--- src/rtl/vga_scan_out.sv ---
// VGA 640x480@60 scan-out: pixel-enable divider, h/v timing counters, colour fetch strobe
// and a single registered output stage so RGB, blanking and syncs change on the same edge.
module vga_scan_out #(
   parameter int CLK_DIV  = 2,
   parameter int H_ACTIVE = 640,
   parameter int H_FP     = 16,
   parameter int H_SYNC   = 96,
   parameter int H_BP     = 48,
   parameter int V_ACTIVE = 480,
   parameter int V_FP     = 10,
   parameter int V_SYNC   = 2,
   parameter int V_BP     = 33
) (
   input  logic        clk,
   input  logic        rst,
   input  logic [23:0] color_in,
   output logic        vga_ready,
   output logic        frame_start,
   output logic        hsync,
   output logic        vsync,
   output logic        blank_n,
   output logic [7:0]  vga_r,
   output logic [7:0]  vga_g,
   output logic [7:0]  vga_b
);

   localparam int H_TOT = H_ACTIVE + H_FP + H_SYNC + H_BP;
   localparam int V_TOT = V_ACTIVE + V_FP + V_SYNC + V_BP;
   localparam int DIV_W = $clog2(CLK_DIV);
   localparam int H_W   = $clog2(H_TOT);
   localparam int V_W   = $clog2(V_TOT);

   localparam logic [DIV_W-1:0] DIV_LAST = DIV_W'(CLK_DIV - 1);
   localparam logic [DIV_W-1:0] DIV_CAP  = DIV_W'(1);
   localparam logic [H_W-1:0]   H_LAST   = H_W'(H_TOT - 1);
   localparam logic [H_W-1:0]   H_VIS    = H_W'(H_ACTIVE);
   localparam logic [H_W-1:0]   HS_FIRST = H_W'(H_ACTIVE + H_FP);
   localparam logic [H_W-1:0]   HS_LAST  = H_W'(H_ACTIVE + H_FP + H_SYNC - 1);
   localparam logic [V_W-1:0]   V_LAST   = V_W'(V_TOT - 1);
   localparam logic [V_W-1:0]   V_VIS    = V_W'(V_ACTIVE);
   localparam logic [V_W-1:0]   VS_FIRST = V_W'(V_ACTIVE + V_FP);
   localparam logic [V_W-1:0]   VS_LAST  = V_W'(V_ACTIVE + V_FP + V_SYNC - 1);

   logic [DIV_W-1:0] div;
   logic [H_W-1:0]   h_cnt;
   logic [V_W-1:0]   v_cnt;
   logic [23:0]      color_hold;
   logic [23:0]      color_cur;
   logic             pix_en;
   logic             active;
   logic             h_sync_zone;
   logic             v_sync_zone;

   // NOTE: every always_comb output gets a default first so no path can infer a latch.
   always_comb begin
      pix_en      = (div == DIV_LAST);
      active      = (h_cnt < H_VIS) && (v_cnt < V_VIS);
      h_sync_zone = (h_cnt >= HS_FIRST) && (h_cnt <= HS_LAST);
      v_sync_zone = (v_cnt >= VS_FIRST) && (v_cnt <= VS_LAST);
      vga_ready   = !rst && (div == '0) && active;
      frame_start = !rst && (div == '0) && (h_cnt == '0) && (v_cnt == '0);
      // With CLK_DIV == 2 the capture edge is also the output edge, so forward the live colour.
      color_cur   = (div == DIV_CAP) ? color_in : color_hold;
   end

   // NOTE: sequential state uses non-blocking assignments so all registers update from pre-edge values.
   always_ff @(posedge clk) begin
      if (rst) begin
         div        <= '0;
         h_cnt      <= '0;
         v_cnt      <= '0;
         color_hold <= '0;
         hsync      <= 1'b1;
         vsync      <= 1'b1;
         blank_n    <= 1'b0;
         vga_r      <= '0;
         vga_g      <= '0;
         vga_b      <= '0;
      end else begin
         div <= pix_en ? '0 : div + 1'b1;

         if (div == DIV_CAP)
            color_hold <= color_in;

         if (pix_en) begin
            h_cnt <= (h_cnt == H_LAST) ? '0 : h_cnt + 1'b1;
            if (h_cnt == H_LAST)
               v_cnt <= (v_cnt == V_LAST) ? '0 : v_cnt + 1'b1;

            // Output stage for the pixel currently addressed by h_cnt/v_cnt.
            vga_r   <= active ? color_cur[23:16] : 8'h00;
            vga_g   <= active ? color_cur[15:8]  : 8'h00;
            vga_b   <= active ? color_cur[7:0]   : 8'h00;
            blank_n <= active;
            hsync   <= !h_sync_zone;
            vsync   <= !v_sync_zone;
         end
      end
   end

endmodule
--- config.mk ---
export PLATFORM = sky130hd
export DESIGN_NAME = vga_scan_out
export DESIGN_NICKNAME = d
export VERILOG_FILES = /design/src/rtl/vga_scan_out.sv
export SDC_FILE = /design/constraint.sdc
export NUM_CORES = 1
export LEC_CHECK = 0
export CAP_MARGIN = 20
export CORE_UTILIZATION = 51
export DETAILED_ROUTE_END_ITERATION = 10
export PLACE_DENSITY_LB_ADDON = 0.05
export SLEW_MARGIN = 20
export SYNTH_ARGS = -nofsm -noshare
export SYNTH_HDL_FRONTEND = slang
export SYNTH_SLANG_ARGS = --single-unit
--- constraint.sdc ---
create_clock -name clk -period 4.14 [get_ports clk]
set_input_delay 0.828 -clock clk [delete_from_list [all_inputs] [get_ports clk]]
set_output_delay 0.828 -clock clk [all_outputs]
set_load 0.005 [all_outputs]
Word level (Yosys, flattened, before mapping) --
Cells that the tools add are included.
Operators by class: muxes and demuxes 5, bitwise gates (word level) 1, equality and inequality tests 2, order comparisons 6, add/subtract/negate cells 3, reduce and logical (&&, ||, !) cells 14
Operators with widths (count):
- 2-to-1 mux 8 bit | 3
- adder 10 x 1 -> 10 bit (second input constant) | 2
- == test 10 bit (second input constant) | 2
- zero test 10 bit | 2
- 2-to-1 mux 10 bit | 2
- greater-or-equal comparator 10 bit (second input constant) | 1
- greater-or-equal comparator 10 x 9 -> 1 bit (second input constant) | 1
- less-or-equal comparator 10 bit (second input constant) | 1
- less-or-equal comparator 10 x 9 -> 1 bit (second input constant) | 1
- less-than comparator 10 bit (second input constant) | 1
- less-than comparator 10 x 9 -> 1 bit (second input constant) | 1
- logical AND 1 bit | 7
- zero test 1 bit | 3
- AND reduction 2 bit | 1
- OR reduction 2 bit | 1
- adder 1 bit (second input constant) | 1
- inverter 1 bit | 1
Word-level totals: word-level logic and storage cells 40, register bits after elaboration 48, bits of input ports 26, output and inout port bits 29

Longest topological paths before layout --
word-level depth 4, mapped depth 7, mapped depth without buffers 6

Worst setup path after synthesis --
No wires, ideal clock.
path kind register -> output, from register v_cnt[0], to output frame_start, required time 3312 ps, slack 1668 ps, data arrival time 1644 ps, cell stages (with the launch flop) 7, buffers on the path 0, cell sequence dfxtp_1 > inv_1 > ha_1 > or4b_2 > nor3_1 > nand4_1 > nor4_1
Between the ends: cells in the longest elaborated chain, start to end 2
Ends and longest elaborated chain:
- start: declaration | RTL line 46 | logic [V_W-1:0] v_cnt;
- start signal: assignment | RTL line 88 | v_cnt <= (v_cnt == V_LAST) ? '0 : v_cnt + 1'b1;
- zero test 10 bit | RTL line 61 | frame_start = !rst && (div == '0) && (h_cnt == '0) && (v_cnt == '0);
- logical AND 1 bit | RTL line 61
- end: declaration | RTL line 18 | output logic frame_start,
Every way passes these cells.

Final worst setup path --
Same ends and word-level chain as after synthesis.

==> results.toml <==
[final_layout]
num-fill-cells = 305
drive_gt1_share_pct = 8.66
area_growth_pct = 35.1
final_cell_mix = "clkdlybuf4s50_1, dfxtp_1, a22o_1"
final_common_cell = "clkdlybuf4s50_1"
final_nets = 283
design_area_sq_um = 2650
diodes = 0

[place]
hpwl_microns = 2930
place_area_sq_um = 2520
numPortBuffers = 54
finalWeightedCongestion = 0.845

[sta]
final.period_utilization_pct = 83.7
worst_hold_slack_ns = 0.482
relSlewSlack_pct = 36.5
worst_pin_slew_ns = 0.944
finClkSkew_ns = 0.00833
setup_viol = 0
slew_violations = 0
fmax_ghz = 0.289
rsz0062_at_grt = "false"
fin_setup_tns_ns = 0
finalCriticalPeriod_ns = 3.46
hold_violations = 0

[clock_tree]
cts_hold_buffers = 0
clk_latency_ns = 0.31
clockRootBuffer = "clkbuf_8"
h-tree-depth = 2
clkSlewWorstSetupHoldPaths_ns = 0.09
cts_tree = "built"
cts_buffers = 5
post_cts_buffers = 0
clockBufferDepth = 2
cts_sinks = 48
cts_resized = 0

[setup_path]
ff2ff_path_depth = 5
start_kind = "register"
worstReg2RegStart = "h_cnt[0]"
r2r-end = "v_cnt[0]"
cp.required_ns = 3.31
critPathKind = "register to output port"
crit_path_max_fanout = 5
cp.arrival_ns = 2.64
rrSetupSlack_ns = 1.82
worst_setup_path_end_kind = "output port"
critPathLaunch = "v_cnt[0]"
critPathCapture = "frame_start"

[synth]
ys_seq_area_share_pct = 49.1
synthCells = 200
syn_nets = 230
ys.warnings.count = 0
syn-cell-area_sq_um = 1960
ys_ff_latch = 48
synth_edf_count = 0
netlist.area_leader.share_pct = 49.1
post_synth.cell_area_avg_sq_um = 9.79
synth.distinct_cells = 39
synth_top_cell_by_area = "dfxtp_1"
async_reset_ff_share_pct = 0
yosys-top-cells-area = "dfxtp_1, a22o_1, xnor2_1"
synth_flop_cell = "dfxtp_1"

[drt]
first_iter_violations = 106
drc_errors = 0
dr.pass1.iters = 4
wire_per_inst_microns = 14.3
ant_nets = 0
routed_via_density = 5.56
wl_microns = 4330
via_count = 1678

[global_route]
grt_max_degree = 27
track_usage_pct = 22.8
grt_pass1_vias = 1509
antenna_found_initial = 0
grt-ovfl-total = 0
grt_first_pass_wirelength_microns = 7090

[flow_run]
cap_violations = 0

[die]
io_pins = 55
initial_utilization_pct = 53.5
coreArea_sq_um = 3660
die_w_microns = 64.0
die_h_microns = 64.0
die_area_sq_um = 4090
num_rows = 22

[status]
status = "finished clean"

[pwr]
ir_drop_uv = 265
leakage_uw = 0.000952
powerDensity_nw_per_um2 = 358

[min_path]
hold_class = "register to register"
==> flip-flops by register name, indices dropped and copies added (netlist names) <==
register	flops
blank_n	1
vga_b	8
h_cnt	10
vga_r	8
v_cnt	10
vga_g	8
hsync	1
div	1
vsync	1
==> how the worst min path moves through the flow <==
stage | from | to | depth (start not counted)
after floorplan | blank_n | blank_n | 1
after global placement | blank_n | blank_n | 1
after detailed placement | blank_n | blank_n | 1
after CTS | blank_n | blank_n | 1
after global routing | vga_r[6] | vga_r[6] | 1
final | blank_n | blank_n | 1
==> layer usage <==
metal / part of all wire (%) / global-route usage [%] / vias up / wire, microns
met5: 0 / 0 / - / 0
met4: 1.5 / 8.81 / 0 / 64
met3: 7.1 / 9.11 / 8 / 306
met2: 43 / 32.3 / 54 / 1860
met1: 48 / 30.6 / 776 / 2090
li1: - / - / 840 / -
==> power breakdown <==
| part | total [uW] | internal [uW] | switching [uW] |
|---|---|---|---|
| clock network | 361 | 198 | 163 |
| registers | 491 | 479 | 12.1 |
| logic | 96.1 | 64.1 | 32.0 |
| total | 948 | 741 | 208 |
==> per-stage QoR <==
stage,utilization (%),cells,power (uW),setup WS (ns)
2_1_floorplan,-,200,533,1.67
3_3_place_gp,69.0,294,597,0.888
3_5_place_dp,69.0,294,598,0.911
4_1_cts,72.3,302,953,0.686
5_1_grt,72.3,302,987,0.519
6_report,72.3,302,948,0.677
==> cell type report <==
cell class / instances / area, sq um / share of cell area [%]
clock inverter: 2 / 38.8 / 1.47
sequential: 48 / 961 / 36.3
multi-input combinational: 134 / 918 / 34.7
inverter: 8 / 30.0 / 1.13
tap: 48 / 60.1 / 2.27
timing repair buffer: 56 / 556 / 21.0
clock buffer: 6 / 82.6 / 3.12
==> Yosys cell counts (all sizes together), types with 3 or more instances <==
cell type	count
a21oi	10
a22o	24
buf	3
clkbuf	7
dfxtp	48
ha	4
inv	7
nand2	12
nand2b	3
nand3	5
nand4	6
nor2	11
nor3	12
nor4	5
o21ai	6
or3	6
or4	4
xnor2	7
xor2	4
==> kinds of logic (layout without fill, tap and decap cells) <==
group | count (synthesis) | count (layout) | share of synthesized area [%]
XOR/XNOR | 11 | 11 | 4.92
adder cells (fa/ha/maj) | 4 | 4 | 2.56
flip-flops | 48 | 48 | 49.1
AND/OR/NAND/NOR | 70 | 70 | 20.3
AO/OA/AOI/OAI | 48 | 48 | 18.3
buffers and inverters | 18 | 72 | 4.28
multiplexers | 1 | 1 | 0.511
==> worst max-delay path, stage by stage (launching register included) <==
cell and delay, ns:
dfxtp_1 0.36, inv_1 0.07, ha_1 0.13, or4b_2 0.57, nor3_1 0.27, nand4_1 0.15, nor4_1 0.23, clkdlybuf4s50_1 0.55
(Power assumes the default switching activity.)
